==> config.mk <==
export PLATFORM = sky130hd
export DESIGN_NAME = lms_weight_update
export DESIGN_NICKNAME = d
export VERILOG_FILES = /design/src/rtl/lms_weight_update.sv
export SDC_FILE = /design/constraint.sdc
export NUM_CORES = 2
export LEC_CHECK = 0
export ABC_AREA = 1
export CELL_PAD_IN_SITES_DETAIL_PLACEMENT = 1
export CELL_PAD_IN_SITES_GLOBAL_PLACEMENT = 1
export CORE_MARGIN = 5
export CORE_UTILIZATION = 30
export CTS_BUF_LIST = sky130_fd_sc_hd__clkbuf_4 sky130_fd_sc_hd__clkbuf_8
export CTS_CLUSTER_DIAMETER = 80
export DETAILED_ROUTE_END_ITERATION = 10
export PLACE_DENSITY_LB_ADDON = 0.1
export SKIP_CTS_REPAIR_TIMING = 1
export SLEW_MARGIN = 20
export SYNTH_ARGS = -nofsm -noshare
export SYNTH_HDL_FRONTEND = slang
export SYNTH_SLANG_ARGS = --single-unit
==> constraint.sdc <==
create_clock -name clk -period 12.75 [get_ports clk]
set_clock_uncertainty 0.2 [all_clocks]
set_input_delay 2.55 -clock clk [delete_from_list [all_inputs] [get_ports clk]]
set_output_delay 2.55 -clock clk [all_outputs]
set_load 0.01 [all_outputs]
==> src/rtl/lms_weight_update.sv <==
// Serial LMS coefficient update: one tap per clock, w_k <- sat(w_k + ((e*x_k) >>> MU_SHIFT)).
// Ports: clk, rstn (sync active-low), adap_filter_state, weight_clear, e_in/e_valid/ref_bus in;
//        weight_bus (packed weights), busy, update_done, overrun out.
module lms_weight_update #(
    parameter int NTAPS    = 16,
    parameter int REF_W    = 14,
    parameter int W_W      = 32,
    parameter int MU_SHIFT = 10
) (
    input  logic                   clk,
    input  logic                   rstn,
    input  logic                   adap_filter_state,
    input  logic                   weight_clear,
    input  logic [W_W-1:0]         e_in,
    input  logic                   e_valid,
    input  logic [NTAPS*REF_W-1:0] ref_bus,
    output logic [NTAPS*W_W-1:0]   weight_bus,
    output logic                   busy,
    output logic                   update_done,
    output logic                   overrun
);

    localparam int IDX_W = (NTAPS > 1) ? $clog2(NTAPS) : 1;
    localparam int P_W   = W_W + REF_W;
    localparam int S_W   = P_W + 1;

    localparam logic [IDX_W-1:0] LAST = IDX_W'(NTAPS - 1);

    localparam logic signed [S_W-1:0] SAT_HI =
        {{(S_W-W_W+1){1'b0}}, {(W_W-1){1'b1}}};
    localparam logic signed [S_W-1:0] SAT_LO =
        {{(S_W-W_W+1){1'b1}}, {(W_W-1){1'b0}}};

    typedef enum logic {IDLE, UPDATE} state_t;

    state_t                  state;
    logic [IDX_W-1:0]        idx;
    logic signed [W_W-1:0]   e_reg;
    logic [NTAPS*REF_W-1:0]  ref_reg;
    logic signed [W_W-1:0]   weights [NTAPS];

    logic signed [REF_W-1:0] cur_ref;
    logic signed [P_W-1:0]   prod;
    logic signed [P_W-1:0]   delta;
    logic signed [S_W-1:0]   sum;
    logic signed [W_W-1:0]   new_w;

    // Datapath for the tap currently addressed by idx.
    always_comb begin
        cur_ref = ref_reg[idx*REF_W +: REF_W];
        prod    = P_W'(e_reg) * P_W'(cur_ref);
        delta   = prod >>> MU_SHIFT;
        sum     = S_W'(weights[idx]) + S_W'(delta);
        if (sum > SAT_HI) begin
            new_w = SAT_HI[W_W-1:0];
        end else if (sum < SAT_LO) begin
            new_w = SAT_LO[W_W-1:0];
        end else begin
            new_w = sum[W_W-1:0];
        end
    end

    always_ff @(posedge clk) begin
        if (!rstn) begin
            state       <= IDLE;
            idx         <= '0;
            e_reg       <= '0;
            ref_reg     <= '0;
            busy        <= 1'b0;
            update_done <= 1'b0;
            overrun     <= 1'b0;
            for (int k = 0; k < NTAPS; k++) weights[k] <= '0;
        end else if (weight_clear) begin
            state       <= IDLE;
            idx         <= '0;
            busy        <= 1'b0;
            update_done <= 1'b0;
            overrun     <= 1'b0;
            for (int k = 0; k < NTAPS; k++) weights[k] <= '0;
        end else begin
            update_done <= 1'b0;
            // Any strobe arriving mid-sweep is lost; remember that it happened.
            if (state == UPDATE && e_valid) overrun <= 1'b1;
            unique case (state)
                IDLE: begin
                    if (e_valid && adap_filter_state) begin
                        e_reg   <= e_in;
                        ref_reg <= ref_bus;
                        idx     <= '0;
                        busy    <= 1'b1;
                        state   <= UPDATE;
                    end
                end
                UPDATE: begin
                    if (!adap_filter_state) begin
                        state <= IDLE;
                        busy  <= 1'b0;
                        idx   <= '0;
                    end else begin
                        weights[idx] <= new_w;
                        if (idx == LAST) begin
                            update_done <= 1'b1;
                            busy        <= 1'b0;
                            state       <= IDLE;
                            idx         <= '0;
                        end else begin
                            idx <= idx + 1'b1;
                        end
                    end
                end
                default: state <= IDLE;
            endcase
        end
    end

    for (genvar k = 0; k < NTAPS; k++) begin : g_bus
        assign weight_bus[k*W_W +: W_W] = weights[k];
    end

endmodule

# Word level (Yosys, flattened, before mapping)
# Memories as Yosys holds them, arrays and structs flattened. A register that Yosys moved wholly into a read port is not among the register bits.
# Index checks and enable logic that the tools add are counted.
word_totals:
  reg_bits: 264
  mem_bits_rw: 512
  inputBits: 261
  word_cells: 90
  memories: 1
classes:
  add_sub_neg: 2
  mul: 2
  order_cmp: 2
  eq_ne: 3
  shifts: 1
  muxes: 45
  n_bitwise: 20
  reduce_logical: 7
mem_list:
  columns: ["name", "words", "word_bits", "read_ports", "rd_clocked_by_memory_dff", "wr", "line_no", "rtl"]
  rows:
  - ["weights", 16, 32, 17, 1, 16, "40", "logic signed [W_W-1:0] weights [NTAPS];"]
ops:
  columns: ["op", "count"]
  rows:
  - ["$mux 32", 19]
  - ["$shiftx 224x9->14", 1]
  - ["$mul 32x14->46", 1]
  - ["$add 32x36->37", 1]
  - ["$gt 37x32->1 const B", 1]
  - ["$lt 37x32->1 const B", 1]
  - ["$reduce_or 32->1", 1]
  - ["$mux 4", 6]
  - ["$mux 1", 17]
  - ["$or 1x1->1", 16]
  - ["$pmux 4 s2", 1]
  - ["$mul 4x3->7 const B", 1]
  - ["$add 4x1->4 const B", 1]
  - ["$eq 4x4->1 const B", 1]
  - ["$not 1->1", 4]
  - ["$pmux 1 s2", 2]
  - ["$reduce_or 4->1", 1]
  - ["$ne 3x2->1 const B", 1]
  - ["$reduce_and 3->1", 1]
  - ["$logic_and 1x1->1", 2]
  - ["$ne 2x2->1 const B", 1]
  - ["$reduce_and 2->1", 1]
  - ["$reduce_or 2->1", 1]

# Depth between registers and ports, before layout
depth:
  ltp_word: 8
  depth_mapped: 53
  mapped_depth_nobuf: 48

# Least setup slack after synthesis
# OpenSTA, ideal clock, no wires.
synth_path:
  path_type: "reg-to-reg"
  start: "reg idx[0]"
  end: "mem weights[3][10], data pin"
  setup_time_ns: 0.280
  arrival_time_ns: 8.578
  required_ns: 12.270
  slack_ns: 3.692
  path_stages_with_launch: 46
  synth_period_minus_slack_ns: 9.058
  cell_sequence: "dfxtp_1 buf_2 inv_2 buf_2 clkbuf_1 o21ai_0 o22ai_1 nand2_1 nand4_1 inv_1 clkbuf_1 nor2_1 fa_1 fa_1 inv_1 fa_1 fa_1 inv_1 [10 not listed] nor2_1 nand3_1 o21ai_0 xor2_1 ha_1 inv_1 nor3_1 nand2_1 nor3_1 nand2_1 nand2_2 xor2_2 inv_4 o21ai_2 buf_6 buf_6 buf_6 a21oi_2"
synth_rtl:
  columns: ["element", "line_no", "rtl"]
  rows:
  - ["start, declared", "37", "logic [IDX_W-1:0] idx;"]
  - ["start signal, assigned", "107", "idx <= idx + 1'b1;"]
  - ["end, declared", "40", null]

==> key figures <==
Outcome
  • Outcome: complete, no violations

Routing
  • Initial DRC count: about 3400
  • Total wire length: approximately 250000 um
  • # DRC: 0
  • Vias/cell: just over 5
  • TritonRoute pass-1 iters: 6
  • Antenna-violating nets left: 0
  • Avg WL per Cell: approximately 27 um
  • Via count: 46200

Timing
  • Final Setup Violations: 0
  • Fin crit share: 0.940
  • RSZ-0062 raised after global routing: yes
  • Fin. Hold Viols: 0
  • F_max: around 0.083 GHz
  • Measured slew at the worst slew-check pin: roughly 1.2 ns
  • Slew headroom: 0.207
  • Min Clock Period, post-route: 11.98 ns
  • Pins over their slew limit: 0

Job
  • Max cap viols: 0

Power
  • Max IR drop VDD: 154 uV
  • Sw Ratio: 0.410
  • Leak pwr: around 26 nW
  • Comb power frac: 0.337
  • Pwr Density: 125 nW/um^2
  • Sequential share of power: 0.356
  • Power Total: between 8 and 9 mW
  • Int Power: a little under 5 mW
  • Clk pwr share: 0.307
  • P_sw: 3.36 mW

Cells and area
  • Most frequent cells in the layout: nor2_1, clkdlybuf4s50_1, inv_1, a21oi_1, nand2_1
  • Final core utilization: 0.372
  • Area growth from synthesis to layout: 23.5%
  • Nets: 7338
  • Commonest non-fill, non-tap cell in the layout: nor2_1
  • Max reg flops: 512
  • Layout cells sized above 1: 0.0848

Global route
  • Number of global-route vias before repair: approximately 49000
  • Largest net degree at the start of global routing: roughly 170
  • Initial antenna violation count: 18
  • Total track usage: 0.259
  • First-pass GRT wire length: between 300000 and 400000 um
  • Remaining Overflow, GRT: 0

Worst setup path
  • Setup CP Type: register to register
  • Slowest cell on the critical path: nand2_1
  • Top delay family on crit path: adder cells
  • Startpoint class of the critical path: register
  • Critical Path Max Stage Delay: about 0.74 ns
  • Start point of the critical path: idx[0]$_SDFFE_PP0N_
  • R2R Path End: weights[15][12]$_SDFFCE_PN0P_
  • Critical Path RT: 13.24 ns
  • Critical path arrival: around 12 ns
  • Reg-to-reg slack, setup: between 0.7 and 0.8 ns
  • Crit path max fanout: between 70 and 80
  • R2R cell count: 43
  • WP buf/inv: 9
  • Setup crit end kind: register
  • RR Startpoint: idx[0]$_SDFFE_PP0N_

Logic synthesis
  • Synthesized net count: 6726
  • YS warnings: 0
  • Seq cells post-synth: a little under 800
  • Most used DFF post-synth: edfxtp_1
  • Post-Synthesis Cells: 5912
  • Async SR Flop Fraction: 0
  • Yosys cell types: 47
  • Mapped Area: ~53000 sq um
  • Number of flops mapped to enable cells by yosys: just over 500
  • Seq/Total Area, Yosys: 0.391
  • Syn avg cell area: ~9 sq um

Min path
  • Hold Path Stages: 2
  • Hold_sp: ref_reg[71]$_SDFFE_PN0P_
  • HP Class: register to register
  • Hold EP: ref_reg[71]$_SDFFE_PN0P_

Placed design
  • Placer Congestion: a little under 0.9
  • Hpwl dp: around 180000 um
  • Input/output buffers: just under 800

Clocking
  • CTS max path bufs: 3
  • Clk_lat worst skew: between 0.9 and 1 ns
  • Root Driver: clkbuf_8
  • CTS tree: built
  • H-tree levels: 4
  • Clock Pin Slew Worst Setup and Hold Paths: around 0.06 ns
  • CTS Sinks: 780
  • Total CTS buffers: between 100 and 150

Die
  • Chip Width: 430 um
  • Die height: approximately 430 um
  • Starting Density: 0.301
  • Die area: 185000 sq um
  • Row count: between 150 and 200
  • Top Ports: ~780
  • Core ar.: between 150000 and 200000 sq um
## through the flow
stage	hold slack (ns)	cells	area, sq um	setup TNS (ns)	setup slack, ns
detailed placement	0.248	8713	62600	0	0.757
global route	0.266	8970	65500	-0.232	-0.0377
global placement	0.241	8713	62600	0	0.765
CTS	0.257	8964	65400	0	0.724
finish	0.253	8975	65500	0	0.768
floorplan	0.229	5912	53000	0	3.69
## worst max path at each step
stage,endpoint,cells after the start
finish,weights[15][12]$_SDFFCE_PN0P_,43
detailed placement,weights[12][10]$_SDFFCE_PN0P_,42
floorplan,weights[3][10]$_SDFFCE_PN0P_,45
global route,weights[13][12]$_SDFFCE_PN0P_,43
CTS,weights[13][10]$_SDFFCE_PN0P_,42
global placement,weights[14][10]$_SDFFCE_PN0P_,43
## power groups by stage
stage	sequential (mW)	combinational, mW	clock, mW
finish	2.91	2.76	2.52
global route	2.92	2.95	2.69
floorplan	2.93	1.90	0
CTS	2.91	2.76	2.58
global placement	2.96	2.73	0
detailed placement	2.96	2.74	0
## Yosys cell counts, types with 51 or more instances
master | instances | share of area
buf_6 | 73 | 0.015
buf_1 | 57 | 0.0040
ha_1 | 142 | 0.033
nand3_1 | 85 | 0.0080
o22ai_1 | 51 | 0.0060
o211ai_1 | 130 | 0.018
a21oi_1 | 646 | 0.061
nor2_1 | 838 | 0.059
fa_1 | 411 | 0.16
nand2_1 | 629 | 0.045
edfxtp_1 | 512 | 0.29
inv_1 | 734 | 0.052
a21oi_2 | 152 | 0.025
o21ai_0 | 566 | 0.053
mux2i_1 | 128 | 0.024
dfxtp_1 | 268 | 0.10
clkbuf_1 | 258 | 0.018
## tightest hold or removal path, stage by stage (launching register included)
cell and delay [ns]:
dfxtp_1 0.30, inv_1 0.06, a21oi_1 0.05
## area by class of cell
type	count	area (sq um)
antenna	11	27.5
fill	20300	110000
tap	2340	2930
clock buffer	214	2600
multi-input combinational	3969	27400
clock inverter	37	265
sequential	780	20800
timing repair buffer	880	8650
inverter	744	2810
## kinds of logic after synthesis
logic type | after synthesis | synth area share
muxes | 128 | 0.0242
and+or+nand+nor | 1614 | 0.119
AOI/OAI and AO/OA | 1603 | 0.171
buffers and inverters | 1163 | 0.0939
adders and majority gates | 553 | 0.189
DFF | 780 | 0.391
xor gates and xnor gates | 71 | 0.0119
## routing by layer
metal  vias up  global-route usage  wire [um]
li1      20800                   -          -
met1     23700               0.332     104000
met2      1372               0.433     117000
met3       391              0.0388      11900
met4         8               0.116      12600
met5         -                   0         68
No activity file was read; power rests on OpenSTA's default activity.
